<file path="config.mk">
export PLATFORM = sky130hd
export DESIGN_NAME = cm_ahb_in_stage
export DESIGN_NICKNAME = d
export VERILOG_FILES = /design/src/rtl/cm_ahb_in_stage.sv
export SDC_FILE = /design/constraint.sdc
export NUM_CORES = 1
export LEC_CHECK = 0
export ABC_AREA = 1
export CAP_MARGIN = 20
export CORE_ASPECT_RATIO = 0.7
export CORE_MARGIN = 2
export CORE_UTILIZATION = 35
export CTS_CLUSTER_SIZE = 24
export DETAILED_ROUTE_END_ITERATION = 12
export GPL_ROUTABILITY_DRIVEN = 1
export PLACE_DENSITY = 0.66
export SLEW_MARGIN = 20
export SYNTH_ARGS = -nofsm -noshare
export SYNTH_HDL_FRONTEND = slang
export SYNTH_SLANG_ARGS = --single-unit
</file>
<file path="constraint.sdc">
create_clock -name clk -period 3.7 [get_ports clk]
set_clock_uncertainty 0.2 [all_clocks]
set_input_delay 0.555 -clock clk [delete_from_list [all_inputs] [get_ports clk]]
set_output_delay 0.555 -clock clk [all_outputs]
set_load 0.1 [all_outputs]
</file>
<file path="src/rtl/cm_ahb_in_stage.sv">
// Master-side AHB-Lite requester for one matrix slave port: raises req/pri toward the arbiter,
// parks the address phase while not granted, and relays the data-phase response.
// Optional locked-sequence support is built when CM_IN_STAGE_LOCK_EN is defined.
module cm_ahb_in_stage #(
  parameter int AW        = 32,
  parameter int PRI_WIDTH = 1
) (
  input  logic                 clk,
  input  logic                 rst_n,
  input  logic                 hsel_m,
  input  logic [AW-1:0]        haddr_m,
  input  logic [1:0]           htrans_m,
  input  logic                 hwrite_m,
  input  logic [2:0]           hsize_m,
  input  logic [2:0]           hburst_m,
  input  logic [3:0]           hprot_m,
  input  logic                 hmastlock_m,
  input  logic                 hready_m,
  output logic                 hreadyout_m,
  output logic                 hresp_m,
  input  logic [PRI_WIDTH-1:0] pri_cfg,
  output logic                 req,
  output logic [PRI_WIDTH-1:0] pri,
  input  logic                 gnt,
  output logic [AW-1:0]        haddr_s,
  output logic [1:0]           htrans_s,
  output logic                 hwrite_s,
  output logic [2:0]           hsize_s,
  output logic [2:0]           hburst_s,
  output logic [3:0]           hprot_s,
  output logic                 hmastlock_s,
  input  logic                 hready_s,
  input  logic                 hresp_s
);

  typedef enum logic [1:0] {S_IDLE, S_WAIT, S_DATA} state_t;

  state_t          state, state_nxt;
  logic            new_xfer, can_accept, accept, issue_direct, issue_held, capture;
  logic            req_base;
  logic [AW-1:0]   h_addr;
  logic            h_write;
  logic [2:0]      h_size;
  logic [2:0]      h_burst;
  logic [3:0]      h_prot;

  assign pri = pri_cfg;

  always_comb begin
    new_xfer     = hsel_m & htrans_m[1] & hready_m;
    // A new phase may only be taken when no data phase is outstanding or it is completing.
    can_accept   = rst_n & ((state == S_IDLE) | ((state == S_DATA) & hready_s));
    accept       = new_xfer & can_accept;
    issue_direct = accept & gnt;
    capture      = accept & ~gnt;
    issue_held   = rst_n & (state == S_WAIT) & gnt;
    req_base     = rst_n & ((state == S_WAIT) | (new_xfer & (state != S_WAIT)));
  end

  always_comb begin
    state_nxt = state;
    if (can_accept) begin
      if (accept) state_nxt = gnt ? S_DATA : S_WAIT;
      else        state_nxt = S_IDLE;
    end else if (issue_held) begin
      state_nxt = S_DATA;
    end
  end

  always_ff @(posedge clk or negedge rst_n) begin
    if (!rst_n) state <= S_IDLE;
    else        state <= state_nxt;
  end

  always_ff @(posedge clk or negedge rst_n) begin
    if (!rst_n) begin
      h_addr  <= '0;
      h_write <= 1'b0;
      h_size  <= 3'b000;
      h_burst <= 3'b000;
      h_prot  <= 4'b0000;
    end else if (capture) begin
      h_addr  <= haddr_m;
      h_write <= hwrite_m;
      h_size  <= hsize_m;
      h_burst <= hburst_m;
      h_prot  <= hprot_m;
    end
  end

  always_comb begin
    haddr_s  = '0;
    htrans_s = 2'b00;
    hwrite_s = 1'b0;
    hsize_s  = 3'b000;
    hburst_s = 3'b000;
    hprot_s  = 4'b0000;
    if (state == S_WAIT) begin
      haddr_s  = h_addr;
      hwrite_s = h_write;
      hsize_s  = h_size;
      hburst_s = h_burst;
      hprot_s  = h_prot;
      // A parked SEQ lost its burst context at the slave, so it always restarts as NONSEQ.
      htrans_s = issue_held ? 2'b10 : 2'b00;
    end else if (issue_direct) begin
      haddr_s  = haddr_m;
      htrans_s = htrans_m;
      hwrite_s = hwrite_m;
      hsize_s  = hsize_m;
      hburst_s = hburst_m;
      hprot_s  = hprot_m;
    end
  end

  always_comb begin
    hreadyout_m = 1'b1;
    hresp_m     = 1'b0;
    case (state)
      S_WAIT: hreadyout_m = 1'b0;
      S_DATA: begin
        hreadyout_m = hready_s;
        hresp_m     = hresp_s;
      end
      default: ;
    endcase
  end

`ifdef CM_IN_STAGE_LOCK_EN
  logic h_lock, lock_q, dlock_q, issue_lock;

  always_ff @(posedge clk or negedge rst_n) begin
    if (!rst_n)       h_lock <= 1'b0;
    else if (capture) h_lock <= hmastlock_m;
  end

  assign issue_lock = issue_direct ? hmastlock_m : h_lock;

  // Lock is held until a transfer that was issued unlocked finishes its data phase.
  always_ff @(posedge clk or negedge rst_n) begin
    if (!rst_n) begin
      lock_q  <= 1'b0;
      dlock_q <= 1'b0;
    end else begin
      if (issue_direct | issue_held) dlock_q <= issue_lock;
      if ((issue_direct | issue_held) & issue_lock)
        lock_q <= 1'b1;
      else if ((state == S_DATA) & hready_s & ~dlock_q)
        lock_q <= 1'b0;
    end
  end

  always_comb begin
    req         = req_base | (rst_n & lock_q);
    hmastlock_s = 1'b0;
    if (state == S_WAIT)   hmastlock_s = h_lock;
    else if (issue_direct) hmastlock_s = hmastlock_m;
  end
`else
  logic unused_lock;

  assign unused_lock = hmastlock_m;
  assign req         = req_base;
  assign hmastlock_s = 1'b0;
`endif

endmodule
</file>
==> out/metrics.cfg <==
[run_status]
outcome = finished, final reports clean

[clock_tree]
cts_hold_buf = 0
postCtsSetupBuffers = 0
clock_sinks = 45
cts_tree = done
cts-buffers-inserted = 5
clock_path_buffers = 2
htree_levels = 2
root_buffer = clkbuf_8
clk_latency_ns = 0.29
cts_resized = 0
clk_pin_slew_ns = 0.08

[route]
wl_met1_um = 3880
vias = 2871
drc_errors = 0
met2WireLength_um = 3450
met3WireLength_um = 664
drt_wl_total_um = 8040
wl_per_cell_um = 14.7
viasPerCell = 5.25
maxUsedRoutingLayer = met4
ant_nets = 0
drtPass1Iterations = 4
detail_route.iter0.violations = 208

[finish]
n_antenna_cell = 0
fin_cells = 547
fin_area_um2 = 4220
syn2layout_area_growth_pct = 55.9
fin_nets = 502
drive_gt1_share_pct = 15.8

[synthesis]
yosysMostFrequentCell = nand2_1
synth_common_cells = nand2_1, nand4_1, dfrtp_1
synthTopCellsByArea = dfrtp_1, nand2_1, nand4_1
synth_top_area_share_pct = 41.6
yosys_warnings = 0
synthesis.instances = 373
yosysTopAreaCell = dfrtp_1
synth_ff_type = dfrtp_1
synth_edf_count = 0
synth_nets = 427
synth.yosys.seq_area_share_pct = 41.6
ys_ff_latch = 45
synth-async-reset-ratio_pct = 100
ys_types = 19
avgSynthCellArea_um2 = 7.25
synthesis.area_um2 = 2710

[setup_path]
crit_top_cell = nand2_1
slowest_delay_ns = 0.63
path_class = flip-flop to primary output
setup.worst_path.start_class = flip-flop
worstPathCellList = nor2_4 > buf_4 > nand2_1 > nand2_1 > buf_12
critPathMaxFanout = 32
cp.required_ns = 2.94
endpoint_kind = primary output
slowest_stage = nor2_4
critPathArrivalTime_ns = 2.16

[placement]
place_area_um2 = 4120
portBuffers = 99
gp_congestion = 0.744
dpl.hpwl_um = 4930
dp.cells = 539
pre_cts_slack_ns = 0.813

[sta]
relSlewSlack_pct = 50.1
slew_viol_final = 0
final_hold_viol_count = 0
rsz0062_at_grt = no
period_minus_slack_ns = 2.91
fin_hold_ws_ns = 0.176
worstMarginPinSlew_ns = 0.746
setup_ws_ns = 0.787
finalSetupViolations = 0
max_freq_ghz = 0.343
tns_ns = 0
finalCritPeriodShare_pct = 78.7

[die]
die_x_um = 109
fp.dieH_um = 77.6
dieArea_um2 = 8460
row_count = 26
core_area_um2 = 7380
initial_core_util_pct = 36.6
num_io_pins = 104

[worst_hold_path]
hold_class = input pin to asynchronous set/reset pin

[global_routing]
grt-ovfl-total = 0
grt_pass1_vias = 2771
grt_usage_pct = 19.8
grt_max_degree = 91
grt_antenna_before_repair = 0
grt_pass1_wl_um = 13600

[run]
cap_violations = 0

[power_and_ir_drop]
powerDensity_nw_per_um2 = 672
power_leakage_nw = 2.06
vdd.ir_drop.worst_mv = 0.466

==> metal layers <==
metal	global-route usage (%)	up-vias
met5	0	-
met4	3.72	0
met3	4.96	5
met2	28.0	103
met1	30.3	1353
li1	-	1410
==> final timing paths <==
kind	start	endpoint	slack [ns]	depth (start not counted)
setup reg to reg	state[0]	h_addr[11]	1.81	4
min in group clk	h_prot[3]	h_prot[3]	0.27	2
hold reg to reg	h_prot[3]	h_prot[3]	0.27	2
hold / removal	rst_n	h_addr[2]	0.18	2
max in group asynchronous	rst_n	h_addr[15]	2.71	2
setup / recovery	state[1]	haddr_s[16]	0.79	5
==> cell type report <==
cell class                 instances  area (um^2)
fill                             678         3170
timing repair buffer             105         1510
multi-input combinational        284         1330
sequential                        45         1130
tap                               98          123
clock buffer                       7         96.3
inverter                           7         26.3
clock inverter                     1         5.00
==> cells in the final DEF, fill, tap and decap left out, types with 3 or more instances in the layout <==
cell	n
buf_12	48
buf_4	6
clkbuf_8	7
clkdlybuf4s50_1	49
dfrtp_1	45
inv_1	5
nand2_1	181
nand4_1	86
nor2_1	5
nor2_4	3
==> critical path: cells and delay by family, from the launching register on <==
kind	cells	cell delay [ns]
AND/OR/NAND/NOR	3	0.84
flip-flops	1	0.47
buffers and inverters	2	0.53
==> through the flow <==
| step | power, mW | util, % |
|---|---|---|
| after global routing | 2.99 | 57.1 |
| after detailed placement | 2.52 | 55.7 |
| after CTS | 2.85 | 57.1 |
| after floorplan | 1.94 | - |
| final | 2.84 | 57.1 |
| after global placement | 2.49 | 55.7 |
==> logic make-up after synthesis <==
family / count (synthesis) / share of synthesized area, %
other: 1 / 0.139
AOI/OAI and AO/OA: 4 / 0.833
DFF: 45 / 41.6
buffers and inverters: 44 / 9.07
and+or+nand+nor: 279 / 48.3
==> flip-flops by register name, indices dropped and copies added, names as in the netlist <==
register / flops
h_write: 1
state: 2
h_addr: 32
h_burst: 3
h_size: 3
h_prot: 4
==> power breakdown <==
| part | switching [mW] | internal, mW | leakage, nW |
|---|---|---|---|
| registers | 0.118 | 0.692 | 0.579 |
| clock network | 0.165 | 0.169 | 0.0542 |
| logic | 1.16 | 0.534 | 1.43 |
| total | 1.44 | 1.40 | 2.06 |
Power figures use the tool's default switching activity.
==> edit 1: new RTL, same flow settings <==
Register the input `pri_cfg` before use, cleared by the reset. The logic sees it one clock later. The other inputs are not delayed to match.
--- a/src/rtl/cm_ahb_in_stage.sv
+++ b/src/rtl/cm_ahb_in_stage.sv
@@ -35,6 +35,16 @@
 
   typedef enum logic [1:0] {S_IDLE, S_WAIT, S_DATA} state_t;
 
+  logic [PRI_WIDTH-1:0] pri_cfg_q;
+
+  always_ff @(posedge clk or negedge rst_n) begin
+    if (!rst_n) begin
+      pri_cfg_q <= '0;
+    end else begin
+      pri_cfg_q <= pri_cfg;
+    end
+  end
+
   state_t          state, state_nxt;
   logic            new_xfer, can_accept, accept, issue_direct, issue_held, capture;
   logic            req_base;
@@ -44,7 +54,7 @@
   logic [2:0]      h_burst;
   logic [3:0]      h_prot;
 
-  assign pri = pri_cfg;
+  assign pri = pri_cfg_q;
 
   always_comb begin
     new_xfer     = hsel_m & htrans_m[1] & hready_m;
Behaviour: not the same (a bounded check fails within 4 cycles, from zero or initial values and one cycle with rst_n low).
==> edit 1 against the original RTL <==
- critical path depth is 2 higher
- area after synthesis up 0.65%
- worst setup slack lost 0.12 ns
- via count down 0.59%
- wire length is 2.2% lower
- power is 0.33% higher
- cell area up 0.89%
- sequential cell count increased by 1
- sequential power rose by 1%
- critical path type is now in2out
- critical endpoint is now haddr_s[21]
==> edit 1: results <==
set metrics [dict create \
    status "complete, no violations" \
    synth.area.top_cells "dfrtp_1 (42%), nand2_1 (25%), nand4_1 (20%)" \
    arrival_ns 2.27 \
    use_met1 0.2903 \
    drt-initial-drc-count 196 \
    place_congestion 0.7376 \
    grt.met2_usage 0.2741 \
    grtUsageMet3 0.05630 \
    yosysWarnings 0 \
    cts_resized 0 \
    cts_inserted_buffers 5 \
    port_buffers 101 \
    synth.distinct_cells 19 \
    n_antenna_cell 0 \
    yosys_most_used_dff "dfrtp_1" \
    firstDrtPassIters 4 \
    grt_usage 0.1933 \
    ir_worst_vdd_uv 332.9 \
    antenna_found_initial 0 \
    syn_inst 373 \
    dp_hpwl_mm 5.079 \
    wl_per_cell_um 14.24 \
    first_global_vias 2707 \
    cts.clk_slew.worst_paths_ns 0.08 \
    async_flop_share 1.000 \
    reg_top3 "h_addr x32, h_prot x4" \
    synth_common_cells "nand2_1 (181), nand4_1 (86), dfrtp_1 (46), clkbuf_1 (11)" \
    ys_seq_area_frac 0.4228 \
    cts_setup_buffers 0 \
    p_leak_uw 0.002084 \
    hold_class "in2async" \
    grt_first_pass_wirelength_mm 13.17 \
    clk_latency_ns 0.30 \
    vias 2854 \
    cts_max_path_buffers 2 \
    cts_root_buf "clkbuf_8" \
    syn_nets 427 \
    dpl_cell_area_mm2 0.004163 \
    htree_levels 2 \
    critPathMaxFanout 44 \
    layout.nets 507 \
    drive_gt1_frac 0.1586 \
    slew_headroom 0.3547 \
    grt_max_degree 50 \
]
## edit 1: area by class of cell
cell class / count / area [um^2]
flip-flops and latches: 46 / 1151
clock buffers: 7 / 86.33
multi-input cells: 284 / 1334
clock inverters: 1 / 5.005
repair buffers: 109 / 1529
fillers: 626 / 3163
well taps: 98 / 122.6
inverters: 7 / 26.28
## edit 1: path summary, 6_finish.rpt
check                                           start                endpoint  slack (ns)  depth (start not counted)
worst max-delay path                         hready_s             haddr_s[21]        0.67                          7
worst min-delay path                            rst_n    state[1]$_DFFE_PN0P_        0.17                          2
worst max register to register   state[0]$_DFFE_PN0P_   h_addr[3]$_DFFE_PN0P_        1.71                          7
worst min register to register  h_addr[6]$_DFFE_PN0P_   h_addr[6]$_DFFE_PN0P_        0.28                          2
max in group asynchronous                       rst_n  h_addr[20]$_DFFE_PN0P_        2.72                          2
min in group clk                h_addr[6]$_DFFE_PN0P_   h_addr[6]$_DFFE_PN0P_        0.28                          2
## edit 1: cells by family (layout without fill, tap and decap cells)
kind of cell           Yosys count  in the layout  synth area share
and+or+nand+nor                279            279            0.4802
AOI/OAI and AO/OA                4              4          0.008271
buffers and inverters           43            124           0.08732
DFF                             46             46            0.4228
other                            1              1          0.001377
## edit 1: per-layer routing
layer | up-vias | routed length, um | share of wire
li1 | 1422 | - | -
met1 | 1320 | 3762 | 0.48
met2 | 104 | 3334 | 0.42
met3 | 8 | 709 | 0.090
met4 | 0 | 55 | 0.0070
met5 | - | 0 | 0
## edit 1: where the power goes
group / internal (uW) / total [uW] / leakage, uW / switching (uW)
Sequential: 704 / 822 / 0.000591 / 118
Clock: 151 / 318 / 0.0000482 / 167
Combinational: 542 / 1700 / 0.00144 / 1160
## edit 1: critical path: stages
cell and delay (ns):
clkdlybuf4s50_1 0.49, nor2_2 0.07, nor2_4 0.36, buf_12 0.26
nand4_1 0.11, nand2_1 0.20, buf_12 0.19
## edit 1: per-stage QoR
stage / cells / power [uW] / util / setup slack [ns]
after global routing: 552 / 3001 / 0.5735 / 0.5810
after global placement: 544 / 2520 / 0.5612 / 0.6950
after floorplan: 373 / 1955 / - / 0.6103
after detailed placement: 544 / 2545 / 0.5612 / 0.6936
after CTS: 552 / 2863 / 0.5735 / 0.6767
final: 552 / 2845 / 0.5735 / 0.6719
==> edit 2: new RTL, same settings <==
Without the edit above. The parameter `AW` goes from 32 to 48.
--- a/src/rtl/cm_ahb_in_stage.sv
+++ b/src/rtl/cm_ahb_in_stage.sv
@@ -2,7 +2,7 @@
 // parks the address phase while not granted, and relays the data-phase response.
 // Optional locked-sequence support is built when CM_IN_STAGE_LOCK_EN is defined.
 module cm_ahb_in_stage #(
-  parameter int AW        = 32,
+  parameter int AW        = 48,
   parameter int PRI_WIDTH = 1
 ) (
   input  logic                 clk,
Ports: changed (resized haddr_m and haddr_s); port bits go from 104 to 136. The function was not compared with the original's and may differ.
==> edit 2 against the original RTL <==
- register-to-register slack improved by 0.21 ns
- first-iteration DRC count rose by 25%
- sequential share of layout area fell by 0.63 points
- power rose by 48%
- wire length rose by 35%
- combinational power rose by 33%
- count of clock-buffer cells in the layout rose by 4
- clock power rose to 2.5 times the old value
- via count rose by 33%
- cell area rose by 39%
- area after synthesis rose by 34%
- worst setup slack got worse by 0.013 ns
- sequential cell count rose by 16
==> edit 2: results <==
set metrics [dict create \
    synth-seq-cells 61 \
    seq_power_uw 1100 \
    p_clk_frac 0.200 \
    clk_latency_ns 0.32 \
    dp_hpwl_mm 7.134 \
    p_leak_uw 0.002855 \
    syn_nets 571 \
    cts_inserted_buffers 9 \
    drt-initial-drc-count 259 \
    wl_met2_mm 5.042 \
    multi_input_area_share 0.3005 \
    dpl_cell_area_mm2 0.005554 \
    place_ws_ns 0.8156 \
    wl_per_cell_um 14.71 \
    synthesis.area_mm2 0.003628 \
    sh_seq_area 0.2607 \
    cts_root_buf "clkbuf_16" \
    critical-path-max-stage-delay_ns 0.45 \
    wl_met3_um 810 \
    wl_met1_mm 4.934 \
    grt_max_degree 90 \
    critPathMaxFanout 37 \
    firstDrtPassIters 5 \
    first_global_vias 3533 \
    grt_first_pass_wirelength_mm 17.80 \
    n_all_buffers 144 \
    grtUsageMet3 0.05506 \
    buffer_area_frac 0.3548 \
    reg_top3 "h_addr x48, h_prot x4" \
    synth_compound_area_frac 0.006207 \
    nFillCells 882 \
    n_multi_input_combinational_cell 380 \
    via_per_inst 5.183 \
    grt_usage 0.1967 \
    cts.clk_slew.worst_paths_ns 0.05 \
    synth_mux_area_frac 0 \
    htree_levels 3 \
    swShare 0.4711 \
    drive_gt1_frac 0.1664 \
    finalInstanceArea_mm2 0.005854 \
    synth_common_cells "nand2_1 (245), nand4_1 (119), dfrtp_1 (61), buf_2 (25), buf_6 (12)" \
    dp.cells 724 \
    layout.nets 673 \
    slowest_stage "clkdlybuf4s50_1" \
    synth.area.top_cells "dfrtp_1 (42%), nand2_1 (25%), nand4_1 (21%)" \
    grt.met2_usage 0.3086 \
    route.detailed.drc 0 \
    wirelength_mm 10.87 \
    final-clk-cell-share 0.05129 \
    synth.avg_cell_area_um2 7.242 \
    synth.distinct_cells 17 \
    tightest_slew_ns 0.8084 \
    status "complete, no violations" \
    ir_worst_vdd_uv 299.6 \
]
==> edit 2: worst max-delay path, delay by kind of cell <==
| kind | cells | cell delay [ns] |
|---|---|---|
| AND/OR/NAND/NOR | 4 | 0.71 |
| buffers and inverters | 3 | 0.90 |
==> edit 2: worst paths after layout <==
check	startpoint	to	slack (ns)	depth (start not counted)
max	hsel_m	haddr_s[3]	0.77	7
min	rst_n	h_burst[0]$_DFFE_PN0P_	0.25	2
max reg2reg	state[0]$_DFFE_PN0P_	h_addr[33]$_DFFE_PN0P_	2.02	6
min reg2reg	h_addr[28]$_DFFE_PN0P_	h_addr[28]$_DFFE_PN0P_	0.27	2
max in group asynchronous	rst_n	h_addr[16]$_DFFE_PN0P_	2.51	2
min in group clk	h_addr[28]$_DFFE_PN0P_	h_addr[28]$_DFFE_PN0P_	0.27	2
